File: config.mk
export PLATFORM = sky130hd
export DESIGN_NAME = mc_ctrl
export DESIGN_NICKNAME = d
export VERILOG_FILES = /design/src/rtl/mc_ctrl_pkg.sv /design/src/rtl/mc_ctrl_dec.sv /design/src/rtl/mc_ctrl.sv
export SDC_FILE = /design/constraint.sdc
export NUM_CORES = 1
export LEC_CHECK = 0
export BUFFER_PORTS_ARGS = -buffer_cell sky130_fd_sc_hd__buf_4
export CAP_MARGIN = 20
export CORE_ASPECT_RATIO = 0.8
export CORE_MARGIN = 1.5
export CORE_UTILIZATION = 47
export DETAILED_ROUTE_END_ITERATION = 8
export PLACE_DENSITY_LB_ADDON = 0.08
export SLEW_MARGIN = 20
export SYNTH_ARGS = -nofsm -noshare
export SYNTH_HDL_FRONTEND = slang
export SYNTH_SLANG_ARGS = --single-unit
File: constraint.sdc
create_clock -name clk -period 2.1 [get_ports clk]
set_clock_uncertainty 0.05 [all_clocks]
set_input_delay 0.105 -clock clk [delete_from_list [all_inputs] [get_ports clk]]
set_output_delay 0.105 -clock clk [all_outputs]
set_load 0.02 [all_outputs]
File: src/rtl/mc_ctrl_pkg.sv
// Shared encodings for the multi-cycle MIPS controller: FSM states, instruction
// classes, datapath select codes, opcodes and funct values.
package mc_ctrl_pkg;

  typedef enum logic [2:0] {
    ST_FETCH  = 3'd0,
    ST_DECODE = 3'd1,
    ST_EXEC   = 3'd2,
    ST_MEM    = 3'd3,
    ST_WB     = 3'd4,
    ST_TRAP   = 3'd5
  } state_e;

  typedef enum logic [3:0] {
    CL_R, CL_I, CL_BR, CL_LD, CL_ST, CL_J, CL_JAL, CL_JR, CL_ILL
  } cls_e;

  localparam logic [2:0] NPC_PLUS4  = 3'd0;
  localparam logic [2:0] NPC_BRANCH = 3'd1;
  localparam logic [2:0] NPC_JUMP   = 3'd2;
  localparam logic [2:0] NPC_JR     = 3'd3;
  localparam logic [2:0] NPC_EXCEPT = 3'd4;

  localparam logic [1:0] EXT_ZERO   = 2'd0;
  localparam logic [1:0] EXT_SIGNED = 2'd1;
  localparam logic [1:0] EXT_LUI    = 2'd2;

  localparam logic [1:0] GPRSel_RD = 2'd0;
  localparam logic [1:0] GPRSel_RT = 2'd1;
  localparam logic [1:0] GPRSel_RA = 2'd2;

  localparam logic [2:0] WDSel_FromALU = 3'd0;
  localparam logic [2:0] WDSel_FromMEM = 3'd1;
  localparam logic [2:0] WDSel_FromPC  = 3'd2;

  localparam logic [4:0] ALU_NOP  = 5'd0;
  localparam logic [4:0] ALU_ADD  = 5'd1;
  localparam logic [4:0] ALU_ADDU = 5'd2;
  localparam logic [4:0] ALU_SUB  = 5'd3;
  localparam logic [4:0] ALU_SUBU = 5'd4;
  localparam logic [4:0] ALU_AND  = 5'd5;
  localparam logic [4:0] ALU_OR   = 5'd6;
  localparam logic [4:0] ALU_XOR  = 5'd7;
  localparam logic [4:0] ALU_NOR  = 5'd8;
  localparam logic [4:0] ALU_SLT  = 5'd9;
  localparam logic [4:0] ALU_SLL  = 5'd10;
  localparam logic [4:0] ALU_SRL  = 5'd11;
  localparam logic [4:0] ALU_LUI  = 5'd12;

  localparam logic [5:0] OP_RTYPE = 6'h00;
  localparam logic [5:0] OP_J     = 6'h02;
  localparam logic [5:0] OP_JAL   = 6'h03;
  localparam logic [5:0] OP_BEQ   = 6'h04;
  localparam logic [5:0] OP_BNE   = 6'h05;
  localparam logic [5:0] OP_ADDI  = 6'h08;
  localparam logic [5:0] OP_ADDIU = 6'h09;
  localparam logic [5:0] OP_SLTI  = 6'h0A;
  localparam logic [5:0] OP_ANDI  = 6'h0C;
  localparam logic [5:0] OP_ORI   = 6'h0D;
  localparam logic [5:0] OP_LUI   = 6'h0F;
  localparam logic [5:0] OP_LW    = 6'h23;
  localparam logic [5:0] OP_SW    = 6'h2B;

  localparam logic [5:0] FN_SLL  = 6'h00;
  localparam logic [5:0] FN_SRL  = 6'h02;
  localparam logic [5:0] FN_JR   = 6'h08;
  localparam logic [5:0] FN_ADD  = 6'h20;
  localparam logic [5:0] FN_ADDU = 6'h21;
  localparam logic [5:0] FN_SUB  = 6'h22;
  localparam logic [5:0] FN_SUBU = 6'h23;
  localparam logic [5:0] FN_AND  = 6'h24;
  localparam logic [5:0] FN_OR   = 6'h25;
  localparam logic [5:0] FN_XOR  = 6'h26;
  localparam logic [5:0] FN_NOR  = 6'h27;
  localparam logic [5:0] FN_SLT  = 6'h2A;

endpackage

File: src/rtl/mc_ctrl_dec.sv
// Combinational opcode/funct classifier: instruction class plus the ALU-side
// controls (ALUOp, shift-amount A select, immediate B select, extender mode).
module mc_ctrl_dec
  import mc_ctrl_pkg::*;
#(
  parameter int ALUOP_W = 5
) (
  input  logic [5:0]         op_i,
  input  logic [5:0]         fn_i,
  output cls_e               cls_o,
  output logic [ALUOP_W-1:0] aluop_o,
  output logic               asel_o,
  output logic               bsel_o,
  output logic [1:0]         extop_o
);

  logic [4:0] alu;

  always_comb begin
    cls_o   = CL_ILL;
    alu     = ALU_NOP;
    asel_o  = 1'b0;
    bsel_o  = 1'b0;
    extop_o = EXT_ZERO;
    case (op_i)
      OP_RTYPE: begin
        cls_o = CL_R;
        case (fn_i)
          FN_ADD:  alu = ALU_ADD;
          FN_ADDU: alu = ALU_ADDU;
          FN_SUB:  alu = ALU_SUB;
          FN_SUBU: alu = ALU_SUBU;
          FN_AND:  alu = ALU_AND;
          FN_OR:   alu = ALU_OR;
          FN_XOR:  alu = ALU_XOR;
          FN_NOR:  alu = ALU_NOR;
          FN_SLT:  alu = ALU_SLT;
          FN_SLL:  begin alu = ALU_SLL; asel_o = 1'b1; end
          FN_SRL:  begin alu = ALU_SRL; asel_o = 1'b1; end
          FN_JR:   cls_o = CL_JR;
          default: cls_o = CL_ILL;
        endcase
      end
      OP_ADDI:  begin cls_o = CL_I; alu = ALU_ADD;  bsel_o = 1'b1; extop_o = EXT_SIGNED; end
      OP_ADDIU: begin cls_o = CL_I; alu = ALU_ADDU; bsel_o = 1'b1; extop_o = EXT_SIGNED; end
      OP_SLTI:  begin cls_o = CL_I; alu = ALU_SLT;  bsel_o = 1'b1; extop_o = EXT_SIGNED; end
      OP_ANDI:  begin cls_o = CL_I; alu = ALU_AND;  bsel_o = 1'b1; end
      OP_ORI:   begin cls_o = CL_I; alu = ALU_OR;   bsel_o = 1'b1; end
      OP_LUI:   begin cls_o = CL_I; alu = ALU_LUI;  bsel_o = 1'b1; extop_o = EXT_LUI; end
      // Branch compare runs through SUBU so Zero reflects rs == rt
      OP_BEQ, OP_BNE: begin cls_o = CL_BR; alu = ALU_SUBU; extop_o = EXT_SIGNED; end
      OP_LW:    begin cls_o = CL_LD; alu = ALU_ADD; bsel_o = 1'b1; extop_o = EXT_SIGNED; end
      OP_SW:    begin cls_o = CL_ST; alu = ALU_ADD; bsel_o = 1'b1; extop_o = EXT_SIGNED; end
      OP_J:     cls_o = CL_J;
      OP_JAL:   cls_o = CL_JAL;
      default:  cls_o = CL_ILL;
    endcase
  end

  assign aluop_o = ALUOP_W'(alu);

endmodule

File: src/rtl/mc_ctrl.sv
// Multi-cycle MIPS control FSM (FETCH/DECODE/EXEC/MEM/WB) over a shared memory
// port. Define MC_CTRL_TRAP_EN for the TRAP state, illegal-op trap and bus timeout.
module mc_ctrl
  import mc_ctrl_pkg::*;
#(
  parameter int ALUOP_W     = 5,
  parameter int TMO_W       = 4,
  parameter int MEM_TIMEOUT = 15
) (
  input  logic               clk,
  input  logic               rstn,
  input  logic [5:0]         opcode,
  input  logic [5:0]         funct,
  input  logic               Zero,
  input  logic               stall,
  input  logic               mem_ack,
  output logic               mem_req,
  output logic               mem_we,
  output logic               IRWr,
  output logic               PCWr,
  output logic               RFWr,
  output logic [ALUOP_W-1:0] ALUOp,
  output logic [2:0]         NPCOp,
  output logic [1:0]         EXTOp,
  output logic [1:0]         GPRSel,
  output logic [2:0]         WDSel,
  output logic               ASel,
  output logic               BSel,
  output logic               retire,
  output logic [2:0]         state
);

  if (MEM_TIMEOUT < 1 || MEM_TIMEOUT >= (1 << TMO_W)) begin : g_tmo_chk
    $error("MEM_TIMEOUT does not fit in TMO_W bits");
  end

  state_e             state_q;
  logic [5:0]         op_q, fn_q;
  logic               run_q;
  cls_e               cls;
  logic [ALUOP_W-1:0] dec_alu;
  logic               dec_asel, dec_bsel;
  logic [1:0]         dec_ext;
  logic               ack_v, alu_en;
  logic               ir_wr, pc_wr, rf_wr, ret;

  mc_ctrl_dec #(.ALUOP_W(ALUOP_W)) u_dec (
    .op_i    (op_q),
    .fn_i    (fn_q),
    .cls_o   (cls),
    .aluop_o (dec_alu),
    .asel_o  (dec_asel),
    .bsel_o  (dec_bsel),
    .extop_o (dec_ext)
  );

  // run_q keeps mem_req low through reset and drops it asynchronously on reassert
  assign mem_req = run_q & ((state_q == ST_FETCH) | (state_q == ST_MEM));
  assign ack_v   = mem_req & mem_ack;

`ifdef MC_CTRL_TRAP_EN
  localparam logic [TMO_W-1:0] TMO_LAST = TMO_W'(MEM_TIMEOUT - 1);
  logic [TMO_W-1:0] tmo_q;
`endif

  always_ff @(posedge clk or negedge rstn) begin
    if (!rstn) begin
      state_q <= ST_FETCH;
      op_q    <= '0;
      fn_q    <= '0;
      run_q   <= 1'b0;
`ifdef MC_CTRL_TRAP_EN
      tmo_q   <= '0;
`endif
    end else begin
      run_q <= 1'b1;
      if (!stall) begin
        case (state_q)
          ST_FETCH: if (ack_v) begin
            state_q <= ST_DECODE;
            op_q    <= opcode;
            fn_q    <= funct;
          end
          ST_DECODE: case (cls)
            CL_J, CL_JAL: state_q <= ST_FETCH;
`ifdef MC_CTRL_TRAP_EN
            CL_ILL:       state_q <= ST_TRAP;
`else
            CL_ILL:       state_q <= ST_FETCH;
`endif
            default:      state_q <= ST_EXEC;
          endcase
          ST_EXEC: case (cls)
            CL_LD, CL_ST: state_q <= ST_MEM;
            CL_R, CL_I:   state_q <= ST_WB;
            default:      state_q <= ST_FETCH;
          endcase
          ST_MEM:  if (ack_v) state_q <= (cls == CL_LD) ? ST_WB : ST_FETCH;
          default: state_q <= ST_FETCH;
        endcase
`ifdef MC_CTRL_TRAP_EN
        // Counter is zero everywhere except while a request is outstanding
        if (mem_req && !mem_ack) begin
          if (tmo_q == TMO_LAST) begin
            tmo_q   <= '0;
            state_q <= ST_TRAP;
          end else begin
            tmo_q <= tmo_q + TMO_W'(1);
          end
        end else begin
          tmo_q <= '0;
        end
`endif
      end
    end
  end

  always_comb begin
    ir_wr  = 1'b0;
    pc_wr  = 1'b0;
    rf_wr  = 1'b0;
    ret    = 1'b0;
    mem_we = 1'b0;
    alu_en = 1'b0;
    NPCOp  = NPC_PLUS4;
    GPRSel = GPRSel_RD;
    WDSel  = WDSel_FromALU;
    case (state_q)
      ST_FETCH: begin
        ir_wr = ack_v;
        pc_wr = ack_v;
      end
      ST_DECODE: case (cls)
        CL_J: begin
          pc_wr = 1'b1; NPCOp = NPC_JUMP; ret = 1'b1;
        end
        CL_JAL: begin
          pc_wr = 1'b1; NPCOp = NPC_JUMP; ret = 1'b1;
          rf_wr = 1'b1; GPRSel = GPRSel_RA; WDSel = WDSel_FromPC;
        end
`ifndef MC_CTRL_TRAP_EN
        CL_ILL: ret = 1'b1;
`endif
        default: ;
      endcase
      ST_EXEC: begin
        alu_en = 1'b1;
        case (cls)
          CL_BR: begin
            NPCOp = NPC_BRANCH;
            pc_wr = (op_q == OP_BNE) ? ~Zero : Zero;
            ret   = 1'b1;
          end
          CL_JR: begin
            pc_wr = 1'b1; NPCOp = NPC_JR; ret = 1'b1;
          end
          default: ;
        endcase
      end
      ST_MEM: begin
        alu_en = 1'b1;
        mem_we = (cls == CL_ST);
        ret    = ack_v & (cls == CL_ST);
      end
      ST_WB: begin
        alu_en = 1'b1;
        rf_wr  = 1'b1;
        GPRSel = (cls == CL_R) ? GPRSel_RD : GPRSel_RT;
        WDSel  = (cls == CL_LD) ? WDSel_FromMEM : WDSel_FromALU;
        ret    = 1'b1;
      end
`ifdef MC_CTRL_TRAP_EN
      ST_TRAP: begin
        pc_wr = 1'b1; NPCOp = NPC_EXCEPT;
      end
`endif
      default: ;
    endcase
  end

  assign IRWr   = ir_wr & ~stall;
  assign PCWr   = pc_wr & ~stall;
  assign RFWr   = rf_wr & ~stall;
  assign retire = ret & ~stall;
  assign ALUOp  = alu_en ? dec_alu : '0;
  assign ASel   = alu_en & dec_asel;
  assign BSel   = alu_en & dec_bsel;
  assign EXTOp  = alu_en ? dec_ext : EXT_ZERO;
  assign state  = state_q;

endmodule

After elaboration in Yosys (flattened, before gate mapping) --
Index checks and enable logic that the tools add are counted.
Storage, ports and cells: bits in registers 16, bits of input ports 17, output and inout bits 26, logic and storage cells 109
Operators by class: equality and inequality tests 37, multiplexer cells 37, bitwise gates (word level) 12, reductions and logical operators 19
Operators with widths (number):
- equality test 6 bit, second input constant | 11
- case mux 4 bit (11 select lines) | 1
- equality test 6 x 4 -> 1 bit, second input constant | 7
- case mux 5 bit (8 select lines) | 1
- case mux 4 bit (7 select lines) | 1
- case mux 2 bit (2 select lines) | 5
- equality test 6 x 2 -> 1 bit, second input constant | 3
- equality test 4 x 3 -> 1 bit, second input constant | 4
- 2-to-1 mux 1 bit | 13
- equality test 6 x 3 -> 1 bit, second input constant | 2
- zero test 6 bit | 2
- case mux 3 bit (4 select lines) | 1
- OR reduction 2 bit | 6
- OR reduction 11 bit | 1
- 2-to-1 mux 2 bit | 5
- bitwise AND 1 bit | 9
- 2-to-1 mux 3 bit | 3
- OR reduction 3 bit | 3
- equality test 4 x 2 -> 1 bit, second input constant | 2
- case mux 4 bit (2 select lines) | 1
- OR reduction 8 bit | 1
- OR reduction 7 bit | 1
- equality test 3 x 2 -> 1 bit, second input constant | 2
- case mux 3 bit (2 select lines) | 1
- other kinds (15) | 19

Logic depth before layout (Yosys ltp) --
depth after elaboration 9, gate-level depth with buffers 6, mapped depth without buffers 5

Modules after synthesis --
From an unflattened synthesis, not the netlist that was laid out.
Second synthesis, totals: cells, all modules 208, area, all modules 1725.4 µm²
Modules (own cells, without submodules):
- mc_ctrl | times used 1, cells each 122, area an instance 1164.9 µm², sequential area each 400.4 µm²
- mc_ctrl_dec | times used 1, cells each 86, area an instance 560.5 µm², sequential area each 0.0 µm²

Worst setup path after synthesis --
No wires, ideal clock.
path type flip-flop to output port, from register op_q[2], to output retire, data arrival time 2.174 ns, data required time 1.945 ns, path slack -0.229 ns, stages on the path, launching flop included 7, path buffers 1, cells stage by stage dfrtp_1 > buf_2 > nand3b_1 > or2_2 > nor3_1 > a31oi_1 > a31oi_1
On the way: cells in the longest elaborated chain, start to end 8, elaborated cells between the ends (all ways) 29, classes of those cells 18 x eq/ne; 4 x mux; 2 x bitwise; 5 x reduce/logical
RTL lines:
- start, declared | RTL line mc_ctrl.sv:38 | logic [5:0] op_q, fn_q;
- start signal, assigned | RTL line mc_ctrl.sv:81 | op_q <= opcode;
- equality test 6 x 4 -> 1 bit or equality test 6 x 3 -> 1 bit (tied branches) | RTL line mc_ctrl_dec.sv:25 | case (op_i)
- OR reduction 6 bit (no line) or OR reduction 2 bit (tied branches)
- case mux 4 bit (7 select lines) * | RTL line mc_ctrl_dec.sv:25
- equality test 4 bit, or another cell as far along | RTL line mc_ctrl.sv:133 | ST_DECODE: case (cls)
- OR reduction 3 bit (no line) or OR reduction 2 bit (tied branches)
- 2-to-1 mux 1 bit (on tied branches) | RTL line mc_ctrl.sv:133, mc_ctrl.sv:148
- case mux 1 bit (4 select lines) * | RTL line mc_ctrl.sv:128 | case (state_q)
- bitwise AND 1 bit * | RTL line mc_ctrl.sv:184 | assign retire = ret & ~stall;
- end, declared | RTL line mc_ctrl.sv:29 | output logic retire,
Every way passes the cells marked *; elsewhere a longest branch is shown, timed or not.

Final worst setup path --
from register op_q[5], to output ALUOp[1]
On the way: cells in the longest elaborated chain, start to end 4, elaborated cells between the ends (all ways) 15, classes of those cells 10 x eq/ne; 2 x mux; 3 x reduce/logical
RTL lines:
- equality test 6 x 4 -> 1 bit, or another cell as far along | RTL line mc_ctrl_dec.sv:25
- OR reduction 3 bit (no line) or OR reduction 2 bit (tied branches)
- case mux 5 bit (8 select lines) * | RTL line mc_ctrl_dec.sv:25
- 2-to-1 mux 5 bit * | RTL line mc_ctrl.sv:185 | assign ALUOp = alu_en ? dec_alu : '0;
- end, declared | RTL line mc_ctrl.sv:22 | output logic [ALUOP_W-1:0] ALUOp,
Marks and branches as above.

==> results.json <==
{
  "outcome": "finished with violations",
  "violations": "negative setup slack",
  "drt-wirelength-per-cell_microns": 16.22,
  "r2r_start": "op_q[5]",
  "period_share_pct": 109.0,
  "synth_edf_count": 0,
  "synth_async_sr_flop_share_pct": 100.0,
  "whs_ns": 0.03696,
  "numCtsBuffers": 3,
  "std_cell_rows": 18,
  "clockRootBuffer": "clkbuf_8",
  "leakagePower_uw": 0.0009877,
  "synth_cell_types": 54,
  "syn-cell-area_sq_mm": 0.001489,
  "vias": 1691,
  "r2r_end": "state[2]",
  "start_kind": "flop",
  "syn_to_final_growth_pct": 52.52,
  "preCtsSetupSlack_ns": 0.01865,
  "cts_tree": "built",
  "initial_core_util_pct": 48.61,
  "drive_above_1_share_pct": 53.41,
  "io_pins": 43,
  "min_period_ns": 2.290,
  "slew_violations": 0,
  "numPortBuffers": 39,
  "critPathTopFamily": "simple AND/OR/NAND/NOR gates",
  "gp_congestion": 0.9479,
  "clk_path_buf_depth": 2,
  "n_fill_cell": 236,
  "cp_common_cell": "buf_6",
  "grt_pass1_vias": 1465,
  "wl_met2_microns": 2230,
  "fp.dieW_microns": 65.93,
  "worst_setup_path_end_kind": "output pin",
  "cap_violations": 0,
  "postSynthCellCount": 184,
  "dieArea_sq_mm": 0.003516,
  "reg2reg_depth": 9,
  "h-tree-depth": 1,
  "avgSynthCellArea_sq_um": 8.092,
  "drt-total-wl_microns": 4688,
  "overflow": 0,
  "finalSetupViolCount": 7,
  "ant_nets": 0,
  "die_height_microns": 53.34,
  "nets": 267,
  "track_usage_pct": 26.72,
  "hold_viol": 0,
  "p_per_area_mw_per_mm2": 1417,
  "crit_fanout": 5,
  "ir_drop_mv": 0.9377,
  "path_cells": "buf_6 -> inv_1 -> nand3_2 -> a311o_1 -> or3b_1 -> o22ai_2 -> buf_6",
  "path_buf_inv": 3,
  "hold_depth": 2,
  "dr.pass1.iters": 4,
  "core_area_sq_mm": 0.003063,
  "antenna_found_initial": 0,
  "top_layer_used": "met4",
  "viasPerCell": 5.851,
  "synthFlopType": "dfrtp_1",
  "path_clk_slew_ns": 0.06,
  "ys_seq_area_share_pct": 26.89,
  "grt_max_degree": 17,
  "holdCritPathClass": "primary input to flop",
  "ff2ff_setup_slack_ns": 0.16,
  "crit_path_max_incr_delay_ns": 0.42,
  "drcViolationCount": 0,
  "hold_end": "fn_q[4]",
  "yosysWarnings": 0,
  "synth-seq-cells": 16,
  "critPathArrivalTime_ns": 2.14,
  "diodes": 0,
  "worst-slew-pin-transition_ns": 0.5606,
  "rsz0062_at_grt": "yes",
  "grt_pass1_wl_microns": 7107,
  "dp_hpwl_microns": 3190,
  "timing.fmax_mhz": 436.7,
  "clk-insertion-delay-late_ns": 0.25,
  "drtIter0Drc": 108,
  "wl_met3_microns": 270,
  "fin_ws_ns": -0.1900,
  "wl_met1_microns": 2053,
  "crit_slowest_cell": "dfrtp_1",
  "worstHoldStart": "funct[4]",
  "critical_path_class": "flop to output pin",
  "relSlewSlack_pct": 62.28,
  "cts.sinks": 16,
  "cp.required_ns": 1.95
}
worst register-to-register path, stage by stage, from the launching register on:
cell	delay (ns)
dfrtp_1	0.42
buf_6	0.15
buf_6	0.12
or3b_4	0.39
a21oi_2	0.14
a311oi_2	0.07
buf_4	0.17
buf_4	0.12
nand4_1	0.09
nand3_1	0.08
cells by family after synthesis:
family / Yosys count / synth area share [%]
and+or+nand+nor: 86 / 33.95
AOI/OAI and AO/OA: 37 / 16.98
buffers and inverters: 24 / 8.152
DFF: 16 / 26.89
muxes: 14 / 10.50
xor gates and xnor gates: 4 / 2.353
other: 2 / 0.5044
adders and majority gates: 1 / 0.6723
cell type report:
cell class / instances / area [sq um] / share of cell area, %
clock buffer: 4 / 55.05 / 2.424
inverter: 5 / 18.77 / 0.8264
multi-input combinational: 146 / 1106 / 48.71
sequential: 16 / 407.9 / 17.96
tap: 40 / 50.05 / 2.204
timing repair buffer: 78 / 633.1 / 27.88
cell usage in the layout, fill, tap and decap left out, drive strengths merged, types with 5 or more instances in the layout:
cell type and count:
nor3 8, nand2 16, buf 77, a21oi 6, inv 5, nor4 5
nor2b 5, mux2 13, o21ai 11, nand4 6, nand3 9, dfrtp 16
nor2 9
power by group:
group | internal [uW] | switching [uW] | total (uW)
sequential | 459 | 213 | 671
combinational | 1110 | 1170 | 2280
clock | 166 | 97.1 | 263
total | 1730 | 1480 | 3220
how the worst max path moves through the flow:
stage,endpoint,start,cells after the start,slack [ns]
after CTS,retire,op_q[1],6,-0.14
after floorplan,retire,op_q[2],6,-0.01
final,ALUOp[1],op_q[5],7,-0.19
after global placement,PCWr,op_q[1],7,0.03
after detailed placement,PCWr,op_q[1],7,0.02
after global routing,ALUOp[1],op_q[0],7,-0.28
what timing repair did:
item,4_1_cts,5_1_grt
hold endpoints to repair,16,0
pin swaps,14,13
gates resized for setup,29,18
setup buffers,7,9
endpoints found under the setup margin,11,13
hold buffers,1,0
cells in the mapped netlist, types with 2 or more instances:
cell / number / area [sq um]
a211o_1: 3 / 26.28
a21oi_1: 6 / 30.03
a31oi_1: 4 / 25.02
and2_1: 4 / 25.02
and3b_1: 2 / 17.52
buf_2: 4 / 20.02
buf_4: 5 / 37.54
clkbuf_1: 8 / 30.03
conb_1: 2 / 7.510
dfrtp_1: 16 / 400.4
inv_1: 5 / 18.77
mux2_2: 13 / 146.4
nand2_1: 16 / 60.06
nand2b_1: 4 / 25.02
nand3_1: 9 / 45.04
nand3b_1: 2 / 15.01
nand4_1: 6 / 37.54
nor2_1: 8 / 30.03
nor2b_1: 5 / 31.28
nor3_1: 7 / 35.03
nor3b_1: 2 / 15.01
nor4_1: 5 / 31.28
o21a_1: 3 / 22.52
o21ai_0: 9 / 45.04
or2_2: 4 / 25.02
or3b_1: 2 / 17.52
xnor2_1: 2 / 17.52
xor2_1: 2 / 17.52
per-layer routing:
metal / up-vias / track usage, %
met2: 92 / 41.75
met3: 19 / 2.766
met1: 790 / 38.14
met4: 0 / 9.722
met5: - / 0
li1: 790 / -
sequential cells by signal, indices dropped and copies added (netlist names):
register,flops
state,3
op_q,6
run_q,1
fn_q,6
metrics by stage:
stage	std cells	power, uW	utilization [%]	area, sq um	setup TNS (ns)
3_5_place_dp	269	2402	62.83	1924	0
4_1_cts	280	2928	69.85	2140	-0.3878
5_1_grt	289	3438	74.14	2271	-1.605
3_3_place_gp	269	2365	62.83	1924	0
6_report	289	3218	74.14	2271	-0.7326
2_1_floorplan	186	1805	-	1511	-0.01080
Power figures use the tool's default switching activity.
